File: src/rtl/sos_pin_tx_module.sv
// sos_pin_tx_module: one-pulse command to timed Morse "SOS" waveform on a pin; define SOS_REPEAT_EN for auto-repeat with stop request
module sos_pin_tx_module #(
    parameter int UNIT_CYCLES = 5000000
) (
    input  logic CLK,
    input  logic RST,
    input  logic Start_Sig,
    output logic Pin_Out,
    output logic Busy_Sig,
    output logic Done_Sig
);
    localparam int UW = $clog2(UNIT_CYCLES);
    localparam logic [UW-1:0] U_LAST = UW'(UNIT_CYCLES - 1);
    localparam logic [2:0] IDLE = 3'd0;
    localparam logic [2:0] MARK = 3'd1;
    localparam logic [2:0] GAP  = 3'd2;
    localparam logic [2:0] DONE = 3'd3;
`ifdef SOS_REPEAT_EN
    localparam logic [2:0] WGAP = 3'd4;
    logic stop;
`endif
    logic [2:0] state, nxt;
    logic [UW-1:0] ucnt;
    logic [1:0] ecnt, mark_last, gap_last;
    logic [3:0] elem;
    logic tick, run_end;
    assign tick = ucnt == U_LAST;
    assign mark_last = (elem >= 4'd3 && elem <= 4'd5) ? 2'd2 : 2'd0;
    assign gap_last = (elem == 4'd2 || elem == 4'd5) ? 2'd2 : 2'd0;
    assign run_end = tick && ecnt == (state == MARK ? mark_last : gap_last);
    // next-state selection; outputs are registered from it so the pin never glitches
    always_comb begin
        nxt = state;
        case (state)
            IDLE: nxt = Start_Sig ? MARK : IDLE;
            MARK: nxt = run_end ? (elem == 4'd8 ? DONE : GAP) : MARK;
            GAP:  nxt = run_end ? MARK : GAP;
`ifdef SOS_REPEAT_EN
            DONE: nxt = stop ? IDLE : WGAP;
            WGAP: nxt = Start_Sig ? IDLE : (tick && elem == 4'd6) ? MARK : WGAP;
`else
            DONE: nxt = IDLE;
`endif
            default: nxt = IDLE;
        endcase
    end
    // state, unit/element counters and registered outputs
    always_ff @(posedge CLK or posedge RST) begin
        if (RST) begin
            state <= IDLE;
            ucnt <= '0;
            ecnt <= '0;
            elem <= '0;
            Pin_Out <= 1'b0;
            Busy_Sig <= 1'b0;
            Done_Sig <= 1'b0;
`ifdef SOS_REPEAT_EN
            stop <= 1'b0;
`endif
        end else begin
            state <= nxt;
            Pin_Out <= nxt == MARK;
            Done_Sig <= nxt == DONE;
            ucnt <= (state == IDLE || tick) ? '0 : ucnt + 1'b1;
            ecnt <= state == IDLE ? 2'd0 :
                    ((state == MARK || state == GAP) && tick) ? (run_end ? 2'd0 : ecnt + 2'd1) : ecnt;
            elem <= (state == IDLE || state == DONE) ? 4'd0 :
                    (state == GAP && run_end) ? elem + 4'd1 : elem;
`ifdef SOS_REPEAT_EN
            Busy_Sig <= nxt == MARK || nxt == GAP || nxt == WGAP;
            stop <= (state == MARK || state == GAP) ? (stop | Start_Sig) : 1'b0;
            if (state == WGAP && tick)
                elem <= elem == 4'd6 ? 4'd0 : elem + 4'd1;
`else
            Busy_Sig <= nxt == MARK || nxt == GAP;
`endif
        end
    end
endmodule

File: config.mk
export PLATFORM = sky130hd
export DESIGN_NAME = sos_pin_tx_module
export DESIGN_NICKNAME = d
export VERILOG_FILES = /design/src/rtl/sos_pin_tx_module.sv
export SDC_FILE = /design/constraint.sdc
export NUM_CORES = 1
export LEC_CHECK = 0
export CORE_ASPECT_RATIO = 1.4
export CORE_MARGIN = 4
export CORE_UTILIZATION = 35
export DETAILED_ROUTE_END_ITERATION = 10
export GPL_TIMING_DRIVEN = 0
export PLACE_DENSITY = 0.59
export SLEW_MARGIN = 10
export SYNTH_ARGS = -nofsm -noshare
export SYNTH_HDL_FRONTEND = slang
export SYNTH_SLANG_ARGS = --single-unit
File: constraint.sdc
create_clock -name CLK -period 7.7 [get_ports CLK]
set_input_delay 1.155 -clock CLK [delete_from_list [all_inputs] [get_ports CLK]]
set_output_delay 1.155 -clock CLK [all_outputs]
set_load 0.05 [all_outputs]
# After elaboration in Yosys (flattened, before gate mapping)
# Index checks and enable logic that the tools add are counted.
# classes
addsub	3
n_mul	0
div	0
order_cmp	2
eq_ne	11
n_shift	0
muxes	14
n_bitwise	0
reduce_logical	12
# ops
operator	n
adder 23 x 1 -> 23 bit, second input constant	1
== test 23 bit, second input constant	1
2-to-1 mux 23 bit	1
2-to-1 mux 2 bit	8
== test 3 x 2 -> 1 bit, second input constant	4
2-to-1 mux 4 bit	2
== test 3 x 1 -> 1 bit, second input constant	2
case mux 2 bit (3 select lines)	1
logical OR 1 bit	5
adder 4 x 1 -> 4 bit, second input constant	1
== test 4 x 2 -> 1 bit, second input constant	1
== test 4 x 3 -> 1 bit, second input constant	1
== test 4 bit, second input constant	1
>= comparator 4 x 2 -> 1 bit, second input constant	1
<= comparator 4 x 3 -> 1 bit, second input constant	1
logical AND 1 bit	4
nonzero test 2 bit	2
zero test 3 bit	1
adder 2 x 1 -> 2 bit, second input constant	1
== test 2 bit	1
2-to-1 mux 1 bit	2
# word_totals
regBits	35
latch_bits	0
ramBits	0
romBits	0
in_bits	3
output_inout_bits	3
mem_count	0

# Logic depth before layout (Yosys ltp)
# depth
ltp_word	10
depth_mapped	9
mapped_depth_nobuf	9

# Worst setup path before layout
# OpenSTA, ideal clock, no wires.
# synth_timing
kind	register -> register
startpoint	register elem[1]
endpoint	register Busy_Sig
t_arrival_ns	2.383
path_slack_ns	5.254
path_stages_with_launch	10
period_less_slack_ns	2.446
cell_sequence	dfrtp_1 inv_1 ha_1 and2b_2 a221oi_4 xor2_1 or3_4 a211oi_1 ha_1 inv_1
# synth_between
elab_chain_cells	10
elab_cells_between_ends	19
# synth_lines
item	line_no	source
start, declared	25	logic [3:0] elem;
start signal, assigned	67	elem <= (state == IDLE || state == DONE) ? 4'd0 :
>= comparator 4 x 2 -> 1 bit, or another cell as far along	28	assign mark_last = (elem >= 4'd3 && elem <= 4'd5) ? 2'd2 : 2'd0;
logical AND 1 bit or logical OR 1 bit (tied branches)	28, 29	
2-to-1 mux 2 bit (on tied branches)	28, 29	
2-to-1 mux 2 bit	30	assign run_end = tick && ecnt == (state == MARK ? mark_last : gap_last);
== test 2 bit	30	
logical AND 1 bit	30	
2-to-1 mux 2 bit (on tied branches)	37, 36	
case mux 2 bit (3 select lines) (*)	34	case (state)
named net nxt[0]	22	logic [2:0] state, nxt;
== test 3 x 1 -> 1 bit or == test 3 x 2 -> 1 bit (tied branches)	75	Busy_Sig <= nxt == MARK || nxt == GAP;
logical OR 1 bit (*)	75	
end signal, assigned	55	Busy_Sig <= 1'b0;
end signal, assigned	75	
end, declared	9	output logic Busy_Sig,
# The timed path passes the listed nets; every way through them passes the cells marked *.
# A chain may end at the register's enable or synchronous reset.

# Worst setup path after layout
# layout_timing
startpoint	register state[1]
endpoint	register Busy_Sig
# layout_between
elab_chain_cells	8
elab_cells_between_ends	12
# layout_lines
item	line_no	source
start, declared	22	
start signal, assigned	61	state <= nxt;
== test 3 x 1 -> 1 bit	30, 34	
2-to-1 mux 2 bit	30	
== test 2 bit	30	
logical AND 1 bit	30	
2-to-1 mux 2 bit (on tied branches)	37, 36	
case mux 2 bit (3 select lines) (*)	34	
named net nxt[0]	22	
== test 3 x 1 -> 1 bit or == test 3 x 2 -> 1 bit (tied branches)	75	
logical OR 1 bit (*)	75	
# Marks and branches as above.

==> results.toml <==
[status]
status = "finished, final reports clean"

[placement]
place.gp.congestion = 0.751
place_hpwl_microns = 2590
io_buffers = 5
dpl.cell_count = 266

[cts]
ctsHoldBuffers = 0
htree_levels = 2
tritoncts = "yes"
post_cts_resize_count = 0
clkTransAtPathRegs_ps = 70
clock_path_buffers = 2
post-cts-setup-buffers = 0
numCtsBuffers = 5
root_buffer = "clkbuf_8"
cts_sinks = 34
clk_latency_ps = 280

[logic_synthesis]
synth_flop_cell = "dfrtp_1"
synth_top_area_share_pct = 44.2
netlist_area_sq_mm = 0.00192
synthArstFlopShare_pct = 100
yosys_warnings = 0
ys_top_cells_by_area = "dfrtp_1 (44%), ha_1 (7.2%), xor2_1 (6.4%)"
seq_area_frac_synth_pct = 44.2
synth_top_family_by_area = "simple AND/OR/NAND/NOR gates"
synth_compound_area_share_pct = 5.72
synth_top_cell_by_area = "dfrtp_1"
synth_nets = 209
syn_area_per_cell_sq_um = 9.87
yosys.area_share.simple_pct = 27.3
synthAdderAreaFrac_pct = 7.15
synth_edf_count = 0
syn_inst = 195
synth-xor-area-share_pct = 10.0
yosysUniqueCellTypes = 37
synth_seq_cells = 34
synthMuxAreaShare_pct = 2.34

[detailed_routing]
wl_microns = 3560
ant_nets = 0
wl_per_cell_microns = 13.0
viasPerCell = 5.03
drc = 0
drt-pass1-iter-count = 4
num_vias = 1378
drt-initial-drc-count = 45

[pwr]
clkPwrFrac_pct = 46.5
p_leak_nw = 0.950
power_w = 0.000342
internal-power_w = 0.000276
vdd_ir_drop_max_v = 0.000102
swShare_pct = 19.2
power_density_mw_per_mm2 = 158
power_frac_seq_pct = 52.2
switchingPower_w = 0.0000657
p_comb_share_pct = 1.3

[critical_path]
crit_path_start_kind = "flip-flop"
path_max_fanout = 8
required_ps = 7930
crit_chain = "inv_1, ha_1, nand2_1, a221oi_4, xor2_1, or3_4, a211oi_1, ha_1, inv_1"
worstSetupPathType = "flip-flop to flip-flop"
arrival_ps = 2900
cpMaxStageDelayCell = "or3_4"
cpPeakStageDelay_ps = 440
setup.worst_path.end_class = "flip-flop"
r2r_cells = 9

[worst_hold_path]
hold_path_class = "flip-flop to flip-flop"
worstHoldPathCells = 1

[cells_and_area]
n_fill_cell = 531
instances_no_fill = 274
nNetsFinal = 221
drive_above_1_share_pct = 8.17
antennaDiodeCount = 0
syn2layout_area_growth_pct = 12.4

[timing]
rsz0062_at_grt = "false"
finalCriticalPeriod_ps = 2670
clock_skew_ps = 6.88
slew_headroom_pct = 53.6
drv_slew = 0
worst_pin_slew_ps = 694
hold_violations = 0
whs_ps = 477
finalCritPeriodShare_pct = 34.6
finalSetupTns_ps = 0
max_clock_freq_mhz = 375
setup-violations-final = 0

[global_routing]
grt_pass1_vias = 1392
grtUsageTotal_pct = 12.1
antenna_found_initial = 0
grt_pass1_wl_microns = 6350
grt_overflow = 0
grt_max_degree = 35

[floorplanning]
rows = 31
dieArea_sq_mm = 0.00677
die_y_microns = 95.7
ios = 6
start_util_pct = 36.8
die_x_microns = 70.7
coreArea_sq_mm = 0.00524

[flow_run]
maxCapViolations = 0
-- layer usage --
metal  vias up  global-route usage (%)  wire length [microns]
met1       654                    13.7                   1620
met5         -                       0                      0
li1        702                       -                      -
met3         8                    2.72                     91
met2        14                    20.8                   1750
met4         0                    7.05                    103
-- critical path: cells and delay by family, from the launching register on --
kind / cells / cell delay, ps
compound gates: 2 / 700
xor+xnor: 1 / 220
fa+ha+maj: 2 / 580
buf+inv: 2 / 130
flops: 1 / 400
simple gates: 2 / 580
-- layout make-up --
type | instances | area, sq um | area share, %
Buffer | 4 | 17.5 | 0.810
Clock buffer | 7 | 76.3 | 3.53
Clock inverter | 1 | 30.0 | 1.39
Inverter | 12 | 45.0 | 2.08
Multi-Input combinational cell | 145 | 1010 | 46.7
Sequential cell | 34 | 851 | 39.3
Tap cell | 66 | 82.6 | 3.82
Timing Repair Buffer | 5 | 50.0 | 2.31
-- sequential cells by signal, indices dropped and copies added, names as in the netlist --
signal	cells
Pin_Out	1
state	2
elem	4
Done_Sig	1
ucnt	23
ecnt	2
Busy_Sig	1
-- cell usage after synthesis, drive strengths merged (3+ instances only) --
library cell and count:
a21oi 7, and4 4, dfrtp 34, ha 11
inv 12, mux2i 3, nand2 14, nand2b 3
nand3 11, nand4 10, nor2 27, nor3 4
nor4 5, o31ai 4, or4 4, xnor2 8
xor2 14
-- stage by stage --
step	util, %	area (sq um)	setup WS (ps)
final	41.3	2160	5030
after global routing	41.3	2160	4830
after CTS	41.3	2160	5010
after detailed placement	39.3	2060	5010
after global placement	39.3	2060	4950
after floorplan	-	1920	5250
-- power by group through the flow --
stage	Clock (W)	Combinational, W	Sequential, W
final	0.000159	0.00000442	0.000179
after global routing	0.000170	0.00000540	0.000178
after CTS	0.000164	0.00000483	0.000179
after detailed placement	0	0.00000481	0.000182
after global placement	0	0.00000485	0.000182
after floorplan	0	0.00000263	0.000182
-- cells by family after synthesis --
kind of cell / count (synthesis)
xor+xnor: 22
buf+inv: 16
mux: 4
flops: 34
simple gates: 93
fa+ha+maj: 11
compound gates: 15
-- cell usage in the layout, fill, tap and decap left out, types with 4 or more instances in the layout --
cell type,n
nor3_1,4
inv_1,11
nand2_1,14
nor4_1,5
dfrtp_1,34
xor2_1,14
ha_1,11
nand3_1,10
or4_1,4
nand4_1,10
xnor2_1,8
nor2_1,26
clkbuf_1,4
clkdlybuf4s50_1,5
o31ai_1,4
clkbuf_8,5
a21oi_1,7
-- worst paths after layout --
| kind | from | end | slack [ps] |
|---|---|---|---|
| max | state[1] | Busy_Sig | 5030 |
| min | ucnt[0] | ucnt[0] | 480 |
| max reg2reg | state[1] | Busy_Sig | 5030 |
| min reg2reg | ucnt[0] | ucnt[0] | 480 |
| max in group asynchronous | RST | ucnt[17] | 5950 |
| min in group asynchronous | RST | Done_Sig | 1300 |
No activity file was read; power rests on OpenSTA's default activity.
